`src/rtl/rtc_arb_defs.sv`:
```
// rtc_arb_defs: shared state encodings, channel IDs and the round-robin pick for the RTC bus arbiter.
package rtc_arb_defs;

    localparam logic [2:0] IDLE    = 3'd0;
    localparam logic [2:0] SELECT  = 3'd1;
    localparam logic [2:0] START   = 3'd2;
    localparam logic [2:0] WAIT    = 3'd3;
    localparam logic [2:0] RELEASE = 3'd4;

    localparam logic CH0 = 1'b0;
    localparam logic CH1 = 1'b1;

    // On a tie the channel that did not own the bus last time wins.
    function automatic logic pick(input logic r0, input logic r1, input logic last);
        return (r0 && r1) ? ~last : r1;
    endfunction

endpackage

```
`src/rtl/rtc_arb_timer.sv`:
```
// rtc_arb_timer: WAIT-phase cycle counter, flags expiry on the LIMIT-th counted cycle.
module rtc_arb_timer #(
    parameter int W     = 8,
    parameter int LIMIT = 255
) (
    input  logic clk,
    input  logic reset,
    input  logic clr,
    input  logic en,
    output logic expired
);

    logic [W-1:0] cnt;

    always_ff @(posedge clk or posedge reset) begin
        if (reset) cnt <= '0;
        else if (clr) cnt <= '0;
        else if (en) cnt <= cnt + 1'b1;
    end

    assign expired = cnt == W'(LIMIT - 1);

endmodule

```
`src/rtl/rtc_bus_arbiter.sv`:
```
// rtc_bus_arbiter: round-robin owner of the shared RTC bus engine for the read-refresh and write/config sequencers.
// Every output is a flop loaded from next-state values, so nothing combinational reaches the pins.
module rtc_bus_arbiter
    import rtc_arb_defs::*;
#(
    parameter int TIMEOUT_CYCLES = 255,
    parameter int TO_W           = 8
) (
    input  logic clk,
    input  logic reset,
    input  logic req0,
    input  logic req1,
    input  logic done,
    output logic grant0,
    output logic grant1,
    output logic sel_mux,
    output logic bus_start,
    output logic busy,
    output logic timeout_err
);

    logic [2:0] state, state_nxt;
    logic last_grant, win, take, sel_nxt, active_nxt, expired, to_fire;

    assign win        = pick(req0, req1, last_grant);
    assign take       = (state == IDLE) && (req0 || req1);
    assign sel_nxt    = take ? win : sel_mux;
    assign active_nxt = state_nxt inside {SELECT, START, WAIT};
    assign to_fire    = (state == WAIT) && !done && expired;

    always_comb begin
        state_nxt = IDLE;
        case (state)
            IDLE:    state_nxt = take ? SELECT : IDLE;
            SELECT:  state_nxt = START;
            START:   state_nxt = WAIT;
            WAIT:    state_nxt = (done || expired) ? RELEASE : WAIT;
            default: state_nxt = IDLE;
        endcase
    end

    generate
        if (TIMEOUT_CYCLES != 0) begin : g_timer
            rtc_arb_timer #(.W(TO_W), .LIMIT(TIMEOUT_CYCLES)) u_timer (
                .clk    (clk),
                .reset  (reset),
                .clr    (state == START),
                .en     ((state == WAIT) && !done),
                .expired(expired)
            );
        end else begin : g_no_timer
            assign expired = 1'b0;
        end
    endgenerate

    always_ff @(posedge clk or posedge reset) begin
        if (reset) begin
            state       <= IDLE;
            last_grant  <= CH1;
            sel_mux     <= CH0;
            grant0      <= 1'b0;
            grant1      <= 1'b0;
            bus_start   <= 1'b0;
            busy        <= 1'b0;
            timeout_err <= 1'b0;
        end else begin
            state       <= state_nxt;
            if (take) last_grant <= win;
            sel_mux     <= sel_nxt;
            grant0      <= active_nxt && (sel_nxt == CH0);
            grant1      <= active_nxt && (sel_nxt == CH1);
            bus_start   <= state_nxt == START;
            busy        <= state_nxt != IDLE;
            timeout_err <= to_fire;
        end
    end

endmodule

```
`config.mk`:
```
export PLATFORM = sky130hd
export DESIGN_NAME = rtc_bus_arbiter
export DESIGN_NICKNAME = d
export VERILOG_FILES = /design/src/rtl/rtc_arb_defs.sv /design/src/rtl/rtc_arb_timer.sv /design/src/rtl/rtc_bus_arbiter.sv
export SDC_FILE = /design/constraint.sdc
export NUM_CORES = 1
export LEC_CHECK = 0
export ABC_CLOCK_PERIOD_IN_PS = 1900
export BUFFER_PORTS_ARGS = -buffer_cell sky130_fd_sc_hd__buf_2
export CORE_UTILIZATION = 50
export CTS_CLUSTER_SIZE = 28
export DETAILED_ROUTE_END_ITERATION = 8
export GPL_ROUTABILITY_DRIVEN = 0
export PLACE_DENSITY_LB_ADDON = 0.15
export SYNTH_ARGS = -nofsm -noshare
export SYNTH_HDL_FRONTEND = slang
export SYNTH_SLANG_ARGS = --single-unit
```
`constraint.sdc`:
```
create_clock -name clk -period 1.9 [get_ports clk]
set_input_delay 0.285 -clock clk [delete_from_list [all_inputs] [get_ports clk]]
set_output_delay 0.285 -clock clk [all_outputs]
set_load 0.01 [all_outputs]
```
After elaboration in Yosys (flattened, before gate mapping)
Index checks and enable logic that the tools add are counted.

cells by class
  add/sub/neg operators = 1
  $mul = 0
  div/mod/pow operators = 0
  order comparisons = 0
  equality and inequality tests = 7
  shifts and indexed selects = 0
  multiplexer cells = 7
  bitwise logic cells = 2
  reductions and logical operators = 13

operator list
  operator             number
  $mux 8               2
  $eq 3x2->1 const B   4
  $pmux 3 s4           1
  $add 8x1->8 const B  1
  $eq 8x8->1 const B   1
  $eq 3x1->1 const B   2
  $logic_and 1x1->1    6
  $reduce_bool 3->1    2
  $logic_not 3->1      1
  $mux 1               3
  $mux 3               1
  $logic_or 1x1->1     2
  $not 1->1            2
  $reduce_bool 2->1    1
  $logic_not 1->1      1

storage, ports and cells
  register bits after elaboration = 18
  latch bits = 0
  bits in writable memories = 0
  bits in read-only memories = 0
  bits of input ports = 5
  output and inout bits = 6
  memories = 0

Depth between registers and ports, before layout
  depth after elaboration = 7
  mapped depth = 5
  gate-level depth less buffers = 5

Cells and area by module
Synthesis repeated with hierarchy kept, for this count alone.

unflattened totals
  cells, all modules = 76
  area total of the unflattened synthesis = 814.5 um2

by module, submodules not included
  module           times used  cells each  area an instance (um2)  sequential area each (um2)
  rtc_bus_arbiter  1           34          407.9                   251.5
  rtc_arb_timer    1           42          406.6                   200.2

Worst setup path before layout
No wires, ideal clock.

  kind = register -> register
  start = register state[2]
  end = register g_timer.u_timer.cnt[6]
  arrival = 1.218 ns
  path slack = 0.542 ns
  stages on the path, launching flop included = 5
  path buffers = 1
  path through = dfrtp_1 > nand4bb_1 > buf_2 > o311ai_0 > o41ai_1

between the ends
  word-level cells in the longest chain between the ends = 3
  elaborated cells on any way between the ends = 5

ends and longest elaborated chain
  what                                line                   source
  start, declared                     rtc_bus_arbiter.sv:22  logic [2:0] state, state_nxt;
  start signal, assigned              rtc_bus_arbiter.sv:67  state <= state_nxt;
  $eq 3x2->1                          rtc_bus_arbiter.sv:48  .en ((state == WAIT) && !done),
  $logic_and 1x1->1                   rtc_bus_arbiter.sv:48
  $reduce_bool 2->1 (no source line)  -
  end signal, assigned                rtc_arb_timer.sv:18    else if (en) cnt <= cnt + 1'b1;
  end, declared                       rtc_arb_timer.sv:13    logic [W-1:0] cnt;

Several ways; a longest one is shown, not always the timed one.
A chain may end at the register's enable or synchronous reset.

Worst setup path after layout
Ends and elaborated chain as after synthesis.

==> Implementation_results.wiki <==
{| class="wikitable"
! Metric !! Value
|-
| Clock latency on the worst-skew pair || 0.29 ns
|-
| PnR Total Power || 1.25 mW
|-
| Syn_area_per_cell || 10.4 um^2
|-
| WP data required || 2.07 ns
|-
| Fraction of registers with async set or reset after synthesis || 100%
|-
| Crit path DAT || 1.72 ns
|-
| Initial antenna violation count || 0
|-
| Worst-case setup margin in the final layout || 0.341 ns
|-
| CP cell instances || nand4bb_1 -> buf_4 -> o311ai_0 -> o41ai_1
|-
| Post-Route Hold Slack || 0.0806 ns
|-
| Top Ports || 11
|-
| Worst Setup Slack post-DPL || 0.353 ns
|-
| Top area cells in the synthesized netlist || sky130_fd_sc_hd__dfrtp_1 (51%), sky130_fd_sc_hd__nand3_1 (4.2%), sky130_fd_sc_hd__dfstp_2 (3.1%)
|-
| Number of buffers added on ports || 10
|-
| Master of the slowest instance on the critical path || sky130_fd_sc_hd__dfrtp_1
|-
| Sequential fraction of the synthesis area || 54.1%
|-
| Post-route ant nets || 0
|-
| Achievable frequency || 641 MHz
|-
| Share of final-layout standard cells stronger than drive strength 1 || 21.3%
|-
| Result of the run || completed
|-
| PwrDens || 1320 nW/um^2
|-
| Setup fix buffers added after clock tree synthesis || 0
|-
| Cell area after synthesis || 835 um^2
|-
| Post-detailed-routing wire length || 1680 um
|-
| First-pass GRT wire length || 2840 um
|-
| Num rows || 14
|-
| Vias || 662
|-
| Most common library cell in the layout ignoring fill and taps || sky130_fd_sc_hd__dfrtp_1
|-
| Classification of the worst-slack hold path || in -> async
|-
| Number of buffers inserted by hold repair at cts || 0
|-
| Max-capacitance violation count || 0
|-
| Relative max-transition margin || 54.4%
|-
| Half-perimeter wire length after placement || 1260 um
|-
| Synthesized net count || 87
|-
| Die Ht || 42.9 um
|-
| Number of max-slew violations in the final report || 0
|-
| Total gr overflow || 0
|-
| Number of synthesized flops with an enable pin || 0
|-
| # setup viols final || 0
|-
| Slowest Stage Delay on Critical Path || 0.46 ns
|-
| Initial core utilization || 54.8%
|-
| Clock buffer count from CTS || 3
|-
| Commonest non-fill, non-tap cells in the layout || sky130_fd_sc_hd__dfrtp_1 (17), sky130_fd_sc_hd__buf_2 (10), sky130_fd_sc_hd__nand3_1 (7), sky130_fd_sc_hd__nand2_1 (7), sky130_fd_sc_hd__inv_1 (6)
|-
| Initial DRC count || 12
|-
| Via count of the first global-routing pass || 631
|-
| First element of the critical path || state[2]
|-
| Number of H-tree branching levels || 1
|-
| Mapped Cells || 80
|-
| Final Net Count || 102
|-
| Synth warnings || 0
|-
| Final TNS setup || 0 ns
|-
| Average wire per cell in the routed design || 15.2 um
|-
| Clock Tree Buf Depth || 2
|-
| Slew at the pin closest to its max-slew limit || 0.683 ns
|-
| Start of the worst register-to-register path || state[2]
|-
| Fillcell total || 138
|-
| Most common flop cell mapped by yosys || sky130_fd_sc_hd__dfrtp_1
|-
| Fin util || 62.2%
|-
| Area of the placeable core || 1520 um^2
|-
| Pre-antenna DRT Iters || 4
|-
| Post-layout min period || 1.56 ns
|-
| Top cell type's share of synthesized area || 51.0%
|-
| Skew final || 0.00100 ns
|-
| Clock root cell || sky130_fd_sc_hd__clkbuf_4
|-
| Cell accounting for the most synthesized area || sky130_fd_sc_hd__dfrtp_1
|-
| Cell leakage power || 0.450 nW
|-
| Clock tree from TritonCTS || built
|-
| P&R area growth vs syn || 13.5%
|-
| Worst IR drop on VDD || 0.000985 V
|-
| DR DRC count || 0
|-
| Unrepaired setup endpoints after global routing || no
|-
| Overall die area || 1840 um^2
|-
| CTS sink cnt || 18
|-
| Clk slew on worst S/H paths || 0.10 ns
|-
| Sort of element at the end of the critical path || register
|-
| Fin. Hold Viols || 0
|-
| Post-cts resize count || 0
|-
| Maximum number of pins on one net before global-route repair || 19
|-
| Peak fanout along the critical path || 9
|-
| Critical path class || reg -> reg
|-
| Tcrit/Tclk final || 82.0%
|-
| Total GRT Usage || 20.8%
|-
| DR vias/cell || 6.02
|-
| Ant. Diodes || 0
|-
| CP Launch Type || register
|-
| Seq cells post-synth || 18
|-
| Netlist cell types || 32
|-
| Width of the die || 42.9 um
|}
==> synth_stat cells, types with 2 or more instances <==
| cell | number |
|---|---|
| sky130_fd_sc_hd__a211oi_1 | 2 |
| sky130_fd_sc_hd__a21oi_1 | 3 |
| sky130_fd_sc_hd__dfrtp_1 | 17 |
| sky130_fd_sc_hd__ha_1 | 2 |
| sky130_fd_sc_hd__inv_1 | 6 |
| sky130_fd_sc_hd__mux2i_1 | 2 |
| sky130_fd_sc_hd__nand2_1 | 7 |
| sky130_fd_sc_hd__nand3_1 | 7 |
| sky130_fd_sc_hd__nand4_1 | 2 |
| sky130_fd_sc_hd__nor2_1 | 2 |
| sky130_fd_sc_hd__nor3_1 | 2 |
| sky130_fd_sc_hd__o21ai_0 | 5 |
| sky130_fd_sc_hd__o31ai_1 | 2 |
| sky130_fd_sc_hd__or2_2 | 2 |
| sky130_fd_sc_hd__or4_1 | 2 |
==> power breakdown <==
part	total [mW]	internal (mW)	leakage [nW]	switching, mW
registers	0.585	0.492	0.234	0.0927
logic	0.440	0.187	0.195	0.253
clock network	0.229	0.117	0.0210	0.112
total	1.25	0.796	0.450	0.458
==> sequential cells by signal, indices dropped and copies added, names as in the netlist <==
register,cells
g_timer.u_timer.cnt,8
state,3
bus_start,1
busy,1
grant0,1
grant1,1
last_grant,1
sel_mux,1
timeout_err,1
==> metrics by stage <==
stage | area (um^2) | std cells
floorplan | 835 | 80
global placement | 911 | 106
detailed placement | 911 | 106
CTS | 947 | 110
global route | 947 | 110
finish | 947 | 110
==> cell type report <==
type	count	area [um^2]	area share, %
clock buffers	4	36.3	3.83
repair buffers	12	65.1	6.87
multi-input cells	54	352	37.1
inverters	6	22.5	2.38
flip-flops and latches	18	452	47.7
well taps	16	20.0	2.11
==> worst max-delay path, delay by kind of cell, from the launching register on <==
kind / cells / cell delay (ns)
AOI/OAI and AO/OA: 2 / 0.43
and+or+nand+nor: 1 / 0.31
buffers and inverters: 1 / 0.24
DFF: 1 / 0.46
==> final timing paths <==
path                                          endpoint  slack, ns  cells past startpoint
worst min register to register              last_grant       0.53                      1
worst min-delay path                              busy       0.08                      2
min in group clk                                grant0       0.38                      3
worst max-delay path            g_timer.u_timer.cnt[6]       0.34                      4
max in group asynchronous       g_timer.u_timer.cnt[6]       1.39                      2
worst max register to register  g_timer.u_timer.cnt[6]       0.34                      4
==> logic make-up after synthesis <==
logic type / Yosys count / synth area share, %
mux: 2 / 2.40
buf+inv: 8 / 3.75
flops: 18 / 54.1
compound gates: 18 / 14.2
simple gates: 32 / 22.5
fa+ha+maj: 2 / 3.00
==> metal layers <==
layer | share of wire (%) | global-route usage (%) | vias to the layer above | routed length (um)
met3 | 3.6 | 5.53 | 4 | 61
li1 | - | - | 321 | -
met4 | 1.2 | 6.25 | 0 | 20
met1 | 45 | 27.1 | 321 | 756
met2 | 50 | 33.9 | 16 | 837
met5 | 0 | 0 | - | 0
(Power assumes the default switching activity.)
